==> src/rtl/sdram_arb_pkg.sv <==
// Shared types and defaults for the SDRAM round-robin arbiter.
package sdram_arb_pkg;

    // Default bus widths of the shared 16-bit Avalon-MM SDRAM port.
    localparam int DEF_ADDR_W = 32;
    localparam int DEF_DATA_W = 16;

    // Arbiter FSM encoding.
    typedef enum logic [1:0] {
        ST_IDLE  = 2'd0,
        ST_ISSUE = 2'd1,
        ST_WAIT  = 2'd2
    } state_t;

endpackage

==> src/rtl/sdram_rr_arbiter_pick.sv <==
// Combinational round-robin selector: returns the first pending requester
// found when searching upwards from last_grant+1, wrapping around.
module rr_pick #(
    parameter int N     = 3,
    parameter int IDX_W = (N > 1) ? $clog2(N) : 1
) (
    input  logic [N-1:0]     pending,
    input  logic [IDX_W-1:0] last_grant,
    output logic [N-1:0]     pick,
    output logic             valid
);

    logic [IDX_W-1:0] idx;

    // Scan every requester once, starting just after the previous owner.
    always_comb begin
        // NOTE: every output of a combinational block gets a default before any branch, otherwise a latch is inferred.
        pick  = '0;
        valid = 1'b0;
        idx   = '0;
        for (int k = 1; k <= N; k++) begin
            idx = IDX_W'((int'(last_grant) + k) % N);
            if (!valid && pending[idx]) begin
                pick[idx] = 1'b1;
                valid     = 1'b1;
            end
        end
    end

endmodule

==> src/rtl/sdram_rr_arbiter.sv <==
// Round-robin arbiter sharing one Avalon-MM SDRAM master port between
// NUM_REQ engines. One transaction per grant, at most one read in flight.
module sdram_rr_arbiter
    import sdram_arb_pkg::*;
#(
    parameter int NUM_REQ = 3,
    parameter int ADDR_W  = DEF_ADDR_W,
    parameter int DATA_W  = DEF_DATA_W,
    parameter int TIMEOUT = 1024
) (
    input  logic                        clk,
    input  logic                        reset,
    // engine side
    input  logic [NUM_REQ-1:0]          req_read_n,
    input  logic [NUM_REQ-1:0]          req_write_n,
    input  logic [NUM_REQ*ADDR_W-1:0]   req_address,
    input  logic [NUM_REQ*DATA_W-1:0]   req_writedata,
    output logic [NUM_REQ-1:0]          req_waitrequest,
    output logic [NUM_REQ-1:0]          req_readdatavalid,
    output logic [DATA_W-1:0]           req_readdata,
    // SDRAM controller side
    output logic                        chipselect,
    output logic [1:0]                  byteenable,
    output logic                        read_n,
    output logic                        write_n,
    output logic [ADDR_W-1:0]           address,
    output logic [DATA_W-1:0]           writedata,
    input  logic                        waitrequest,
    input  logic                        readdatavalid,
    input  logic [DATA_W-1:0]           readdata,
    // status
    output logic [NUM_REQ-1:0]          grant,
    output logic                        timeout_err
);

    localparam int IDX_W = $clog2(NUM_REQ);
    localparam int CNT_W = $clog2(TIMEOUT);
    localparam logic [CNT_W-1:0] TMO_LAST = CNT_W'(TIMEOUT - 1);
    localparam logic [IDX_W-1:0] IDX_LAST = IDX_W'(NUM_REQ - 1);

    // Registered state
    state_t             state_q,       state_d;
    logic [NUM_REQ-1:0] grant_q,       grant_d;
    logic [IDX_W-1:0]   last_grant_q,  last_grant_d;
    logic               is_read_q,     is_read_d;
    logic [CNT_W-1:0]   tmo_cnt_q,     tmo_cnt_d;
    logic               timeout_err_q, timeout_err_d;

    // Arbitration and granted-requester views
    logic [NUM_REQ-1:0] pending;
    logic [NUM_REQ-1:0] pick;
    logic               pick_valid;
    logic [IDX_W-1:0]   g_idx;
    logic               g_read;
    logic               g_write;
    logic               g_strobe;
    logic [ADDR_W-1:0]  g_addr;
    logic [DATA_W-1:0]  g_wdata;

    // A requester is pending while either of its strobes is low.
    assign pending = ~(req_read_n & req_write_n);

    rr_pick #(
        .N     (NUM_REQ),
        .IDX_W (IDX_W)
    ) u_pick (
        .pending    (pending),
        .last_grant (last_grant_q),
        .pick       (pick),
        .valid      (pick_valid)
    );

    // Select the granted requester's strobes, address and data (all zero when idle).
    always_comb begin
        g_idx   = '0;
        g_read  = 1'b0;
        g_write = 1'b0;
        g_addr  = '0;
        g_wdata = '0;
        for (int i = 0; i < NUM_REQ; i++) begin
            if (grant_q[i]) begin
                g_idx   = IDX_W'(i);
                g_read  = ~req_read_n[i];
                g_write = ~req_write_n[i];
                g_addr  = req_address[i*ADDR_W +: ADDR_W];
                g_wdata = req_writedata[i*DATA_W +: DATA_W];
            end
        end
    end

    // The strobe that was latched at grant time; a simultaneous read+write counts as a read.
    assign g_strobe = is_read_q ? g_read : g_write;

    // Next-state logic and SDRAM / engine handshake outputs.
    always_comb begin
        state_d           = state_q;
        grant_d           = grant_q;
        last_grant_d      = last_grant_q;
        is_read_d         = is_read_q;
        tmo_cnt_d         = tmo_cnt_q;
        timeout_err_d     = timeout_err_q;
        read_n            = 1'b1;
        write_n           = 1'b1;
        address           = '0;
        writedata         = '0;
        req_waitrequest   = '1;
        req_readdatavalid = '0;

        unique case (state_q)
            ST_IDLE: begin
                if (pick_valid) begin
                    grant_d   = pick;
                    is_read_d = |(pick & ~req_read_n);
                    state_d   = ST_ISSUE;
                end
            end

            ST_ISSUE: begin
                read_n          = is_read_q ? ~g_read : 1'b1;
                write_n         = is_read_q ? 1'b1 : ~g_write;
                address         = g_addr;
                writedata       = g_wdata;
                req_waitrequest = ~grant_q | {NUM_REQ{waitrequest}};
                if (!waitrequest && g_strobe) begin
                    if (is_read_q) begin
                        state_d   = ST_WAIT;
                        tmo_cnt_d = '0;
                    end else begin
                        state_d      = ST_IDLE;
                        last_grant_d = g_idx;
                        grant_d      = '0;
                    end
                end else if (!g_read && !g_write) begin
                    // Owner withdrew before acceptance; keep its priority slot.
                    state_d = ST_IDLE;
                    grant_d = '0;
                end
            end

            ST_WAIT: begin
                req_readdatavalid = grant_q & {NUM_REQ{readdatavalid}};
                if (readdatavalid) begin
                    state_d      = ST_IDLE;
                    last_grant_d = g_idx;
                    grant_d      = '0;
                end else if (tmo_cnt_q == TMO_LAST) begin
                    timeout_err_d = 1'b1;
                    state_d       = ST_IDLE;
                    last_grant_d  = g_idx;
                    grant_d       = '0;
                end else begin
                    tmo_cnt_d = tmo_cnt_q + CNT_W'(1);
                end
            end

            default: begin
                state_d = ST_IDLE;
                grant_d = '0;
            end
        endcase
    end

    // State register with asynchronous active-high reset.
    always_ff @(posedge clk or posedge reset) begin
        if (reset) begin
            // NOTE: reset values take effect immediately on reset, independent of clk.
            state_q       <= ST_IDLE;
            grant_q       <= '0;
            last_grant_q  <= IDX_LAST;
            is_read_q     <= 1'b0;
            tmo_cnt_q     <= '0;
            timeout_err_q <= 1'b0;
        end else begin
            // NOTE: sequential state uses non-blocking assignments so all registers update together.
            state_q       <= state_d;
            grant_q       <= grant_d;
            last_grant_q  <= last_grant_d;
            is_read_q     <= is_read_d;
            tmo_cnt_q     <= tmo_cnt_d;
            timeout_err_q <= timeout_err_d;
        end
    end

    assign grant        = grant_q;
    assign timeout_err  = timeout_err_q;
    assign req_readdata = readdata;
    assign chipselect   = 1'b1;
    assign byteenable   = 2'b11;

endmodule

==> config.mk <==
export PLATFORM = sky130hd
export DESIGN_NAME = sdram_rr_arbiter
export DESIGN_NICKNAME = d
export VERILOG_FILES = /design/src/rtl/sdram_arb_pkg.sv /design/src/rtl/sdram_rr_arbiter_pick.sv /design/src/rtl/sdram_rr_arbiter.sv
export SDC_FILE = /design/constraint.sdc
export NUM_CORES = 1
export LEC_CHECK = 0
export BUFFER_PORTS_ARGS = -buffer_cell sky130_fd_sc_hd__buf_2
export CORE_UTILIZATION = 29
export DETAILED_ROUTE_END_ITERATION = 7
export GPL_TIMING_DRIVEN = 0
export PLACE_DENSITY = 0.64
export SYNTH_ARGS = -nofsm -noshare
export SYNTH_HDL_FRONTEND = slang
export SYNTH_SLANG_ARGS = --single-unit
==> constraint.sdc <==
create_clock -name clk -period 5 [get_ports clk]
set_clock_uncertainty 0.2 [all_clocks]
set_input_delay 1 -clock clk [delete_from_list [all_inputs] [get_ports clk]]
set_output_delay 1 -clock clk [all_outputs]
set_load 0.02 [all_outputs]
After elaboration in Yosys (flattened, before gate mapping)
Index checks and enable logic that the tools add are counted.
{"block": "word_totals", "ff_bits": 19, "in_bits": 170, "elab_cells": 135}
{"block": "op_classes", "addsub": 4, "div": 3, "order_cmp": 6, "eq_ne": 12, "muxes": 65, "bitwise_logic": 18, "n_reduce_logical": 21}
{"op": "32-bit two-way mux", "count": 4}
{"op": "32-bit by 3-bit modulo with 32-bit output, second input constant", "count": 3}
{"op": "16-bit two-way mux", "count": 4}
{"op": "10-bit two-way mux", "count": 4}
{"op": "3-bit two-way mux", "count": 11}
{"op": "2-bit two-way mux", "count": 11}
{"op": "1-bit two-way mux", "count": 21}
{"op": "10-bit case mux with 2 select lines", "count": 1}
{"op": "2-bit inequality test, second input constant", "count": 6}
{"op": "10-bit by 1-bit adder with 10-bit output, second input constant", "count": 1}
{"op": "10-bit equality test, second input constant", "count": 1}
{"op": "3-bit bitwise AND", "count": 3}
{"op": "2-bit by 3-bit less-than comparator with 1-bit output, second input constant", "count": 3}
{"op": "3-bit inequality test, second input constant", "count": 3}
{"op": "1-bit inverter", "count": 9}
{"op": "3-bit inverter", "count": 3}
{"op": "3-bit bitwise OR", "count": 3}
{"op": "3-bit case mux with 3 select lines", "count": 1}
{"op": "4-bit AND reduction", "count": 2}
{"op": "1-bit logical AND", "count": 7}
{"op": "2-bit by 2-bit adder with 3-bit output, second input constant", "count": 2}
{"op": "1-bit binary-select mux with 2-bit select", "count": 3}
{"op": "1-bit demux with 2-bit select", "count": 3}
{"op": "2-bit by 1-bit >= comparator with 1-bit output, second input constant", "count": 3}
{"op": "12 further kinds", "count": 17}

Depth between registers and ports, before layout
{"block": "depth", "ltp_word": 13, "mapped_depth": 9}

Modules after synthesis
Synthesis repeated with hierarchy kept, for this count alone.
{"block": "hier_totals", "cells_unflattened": 421, "hier_area_um2": 2865.2}
{"mod": "sdram_rr_arbiter", "instances": 1, "cells_per_inst": 382, "area_each_um2": 2597.5, "seq_area_each_um2": 476.7}
{"mod": "rr_pick", "instances": 1, "cells_per_inst": 39, "area_each_um2": 267.8, "seq_area_each_um2": 0.0}

Worst setup path after synthesis
Ideal clock, no wire load.
{"block": "synth_path", "path_type": "register to output", "start": "register grant_q[1], in the netlist grant[1]", "end": "output port address[0]", "t_arrival_ns": 1.765, "setup_slack_ns": 2.035, "stages_incl_launch_ff": 7, "path_buffers": 3, "cell_sequence": "dfrtp_1 buf_2 nor2_1 clkbuf_1 clkbuf_1 a221o_1 o211a_1"}
{"block": "synth_between", "elab_chain_cells": 3}
{"element": "from (decl)", "line": "sdram_rr_arbiter.sv:43", "source": "logic [NUM_REQ-1:0] grant_q, grant_d;"}
{"element": "from (signal assigned)", "line": "sdram_rr_arbiter.sv:176", "source": "grant_q <= grant_d;"}
{"element": "32-bit two-way mux (2 in a row)", "line": "sdram_rr_arbiter.sv:81", "source": "if (grant_q[i]) begin"}
{"element": "32-bit two-way mux", "line": "sdram_rr_arbiter.sv:109", "source": "unique case (state_q)"}
{"element": "to (decl)", "line": "sdram_rr_arbiter.sv:26", "source": "output logic [ADDR_W-1:0] address,"}
Every way passes these cells.

Worst setup path in the final report
{"block": "layout_path", "start": "register state_q[1]", "end": "output port address[22]"}
{"block": "layout_between", "elab_chain_cells": 2}
{"element": "from (decl)", "line": "sdram_rr_arbiter.sv:42", "source": "state_t state_q, state_d;"}
{"element": "from (signal assigned)", "line": "sdram_rr_arbiter.sv:175", "source": "state_q <= state_d;"}
{"element": "2-bit by 1-bit equality test with 1-bit output", "line": "sdram_rr_arbiter.sv:109"}
{"element": "32-bit two-way mux", "line": "sdram_rr_arbiter.sv:109"}
Every way passes these cells.

==> out/metrics.csv <==
metric,value,unit
status,"complete, but fails checks",
failing checks,design-rule violations,
max_cap viols,0,
GRT Residual Overflow,0,
setup TNS,0,ps
Die Ht,98.20,um
fin cells,663,
# clock sinks,19,
routed vias,3701,
startpoint types,flip-flop,
final wirelength,12550,um
"count leader, synth",o211a_1,
worst skew pair latency,260,ps
sequential area share after synthesis,17.76,%
Post-CTS Hold Fix Bufs,0,
"Hold Vio Cnt, Final",0,
CTS tree,done,
Detailed Place HPWL,10380,um
number of global-route vias before repair,3519,
"Min Clock Period, post-route",3770,ps
DRC,16,
layout cell share with drive strength beyond 1,47.93,%
Fin Hold WS,272.2,ps
total track usage,24.67,%
CP max FO,10,
Post-Syn Area per Cell,8.387,um^2
"Area growth, synth to finish",49.70,%
Worst Path Required,3800,ps
Sw Pwr,1.183,mW
pre-CTS setup slack,1505,ps
Final ANT Viol Nets,0,
Horiz. Die Dim,98.20,um
core area,8848,um^2
Seq pwr share,9.9,%
critical path class,reg -> out,
gpl congestion,0.8944,
Rel. slew slack,50.35,%
Worst-path clk slew,80,ps
WP data arrival,2570,ps
drt wl/cell,18.93,um
placed cell count,659,
Internal Pwr Total,0.9514,mW
first-pass GRT wire length,18690,um
Max VDD drop,0.2159,mV
Yosys warnings,0,
top post-synthesis cells by count,"o211a_1, a221o_1, clkbuf_1",
Final setup violation count,0,
largest net degree at the start of global routing,20,
fin worst setup slack,1230,ps
area of the die,9643,um^2
leak pwr,2.415,nW
PnR Total Power,2.134,mW
First DRT Iteration DRCs,270,
top_reg_cell synth,dfrtp_1,
Initial Util,30.33,%
async set-reset flop share out of synthesis,100.0,%
post-CTS sizing,0,
Std-Cell Rows,34,
Synth Instances,320,
RSZ-0062 raised after global routing,false,
largest area contributor in the netlist,o211a_1,
Power Dens Cells,531.3,nW/um^2
actual slew at the worst max-slew pin,744.0,ps
CTS root buffer,clkbuf_8,
H-tree depth,1,
FMAX,265.2,MHz
setup bufs post-CTS,0,
initial antenna violation count,2,
fill count,912,
Post-synth EDFFs,0,
Critical Path Sink Type,output pin,
Total Nets Final,734,
post-synth top area share,18.28,%
r2r setup slk,2360,ps
worst hold path type,reg -> reg,
drt pass-1 iters,8,
number of synthesized register bits,19,
Port Buffer Count,229,
final period utilization,75.41,%
Comb pwr share,84.8,%
CTS Buf Count,3,
diode count,0,
Yosys cell types,53,
dominant cells by area after synthesis,"o211a_1, a221o_1, dfrtp_1",
routed vias/inst,5.582,
# IOs,249,
Syn Std Cell Area,2684,um^2
clock share of power,5.3,%
final slew viol count,0,
Max Buffers Root-to-Sink,2,
Sw Ratio,55.43,%
[cells by family after synthesis]
logic type               count (synthesis)  synth area share [%]
AO/OA/AOI/OAI                          148                 50.26
adder cells (fa/ha/maj)                  8                 3.730
buffers and inverters                   64                 12.17
flip-flops                              19                 17.76
multiplexers                             6                 2.378
other                                    1                0.1397
AND/OR/NAND/NOR                         74                 13.57
[power by group through the flow]
| stage | logic (mW) | clock network, mW | registers [mW] |
|---|---|---|---|
| after floorplan | 1.25 | 0 | 0.212 |
| after global placement | 1.78 | 0 | 0.212 |
| after detailed placement | 1.80 | 0 | 0.214 |
| after CTS | 1.81 | 0.113 | 0.211 |
| after global routing | 1.96 | 0.120 | 0.215 |
| final | 1.81 | 0.112 | 0.211 |
[metrics by stage]
| step | cell area (um^2) | utilization [%] |
|---|---|---|
| after floorplan | 2691 | - |
| after global placement | 3973 | 44.90 |
| after detailed placement | 3973 | 44.90 |
| after CTS | 4018 | 45.40 |
| after global routing | 4018 | 45.40 |
| final | 4018 | 45.40 |
[metal layers]
metal	up-vias	part of all wire [%]	GRT usage, %
met3	19	7.5	3.794
met5	-	0.25	0
met4	4	1.3	3.904
li1	1738	-	-
met1	1752	43	32.76
met2	188	48	42.85
[placed cells by master, fill, tap and decap left out, types with 4 or more instances in the layout]
master and count:
a221o_1 47, a31oi_1 4, and3_1 5, buf_2 232, buf_4 20, clkbuf_1 28, dfrtp_1 18, ha_1 8
inv_1 10, nand2_1 26, nand3_1 11, nor2_1 13, nor2b_1 4, nor3_1 4, o211a_1 49, o21ai_0 4
o21ai_1 14, o31ai_1 8
[final timing paths]
kind,start,to,depth (start not counted)
min in group asynchronous,reset,tmo_cnt_q[0]$_DFFE_PP0P_,2
hold / removal,timeout_err$_DFFE_PP0P_,timeout_err$_DFFE_PP0P_,1
hold reg to reg,timeout_err$_DFFE_PP0P_,timeout_err$_DFFE_PP0P_,1
setup reg to reg,last_grant_q[1]$_DFFE_PP1P_,grant[1]$_DFFE_PP0P_,8
max in group asynchronous,reset,tmo_cnt_q[5]$_DFFE_PP0P_,2
setup / recovery,state_q[1]$_DFFE_PP0P_,address[22],7
[state kept, by name (all words and copies together) (netlist names)]
name and count:
timeout_err 1, tmo_cnt_q 10, grant 3, is_read_q 1, last_grant_q 2, state_q 2
[critical path: stages (launching register included)]
cell,delay [ps]
dfrtp_1,390
inv_1,100
ha_1,140
clkbuf_1,350
buf_1,490
clkbuf_1,430
o211a_1,230
buf_2,170
[area by class of cell]
| type | instances | area [um^2] | area share [%] |
|---|---|---|---|
| buffer | 53 | 285.3 | 7.101 |
| clock buffer | 4 | 45.04 | 1.121 |
| inverter | 11 | 41.29 | 1.028 |
| multi-input combinational | 239 | 1888 | 46.99 |
| sequential | 19 | 476.7 | 11.87 |
| tap | 108 | 135.1 | 3.363 |
| timing repair buffer | 229 | 1146 | 28.53 |
No activity file was read; power rests on OpenSTA's default activity.
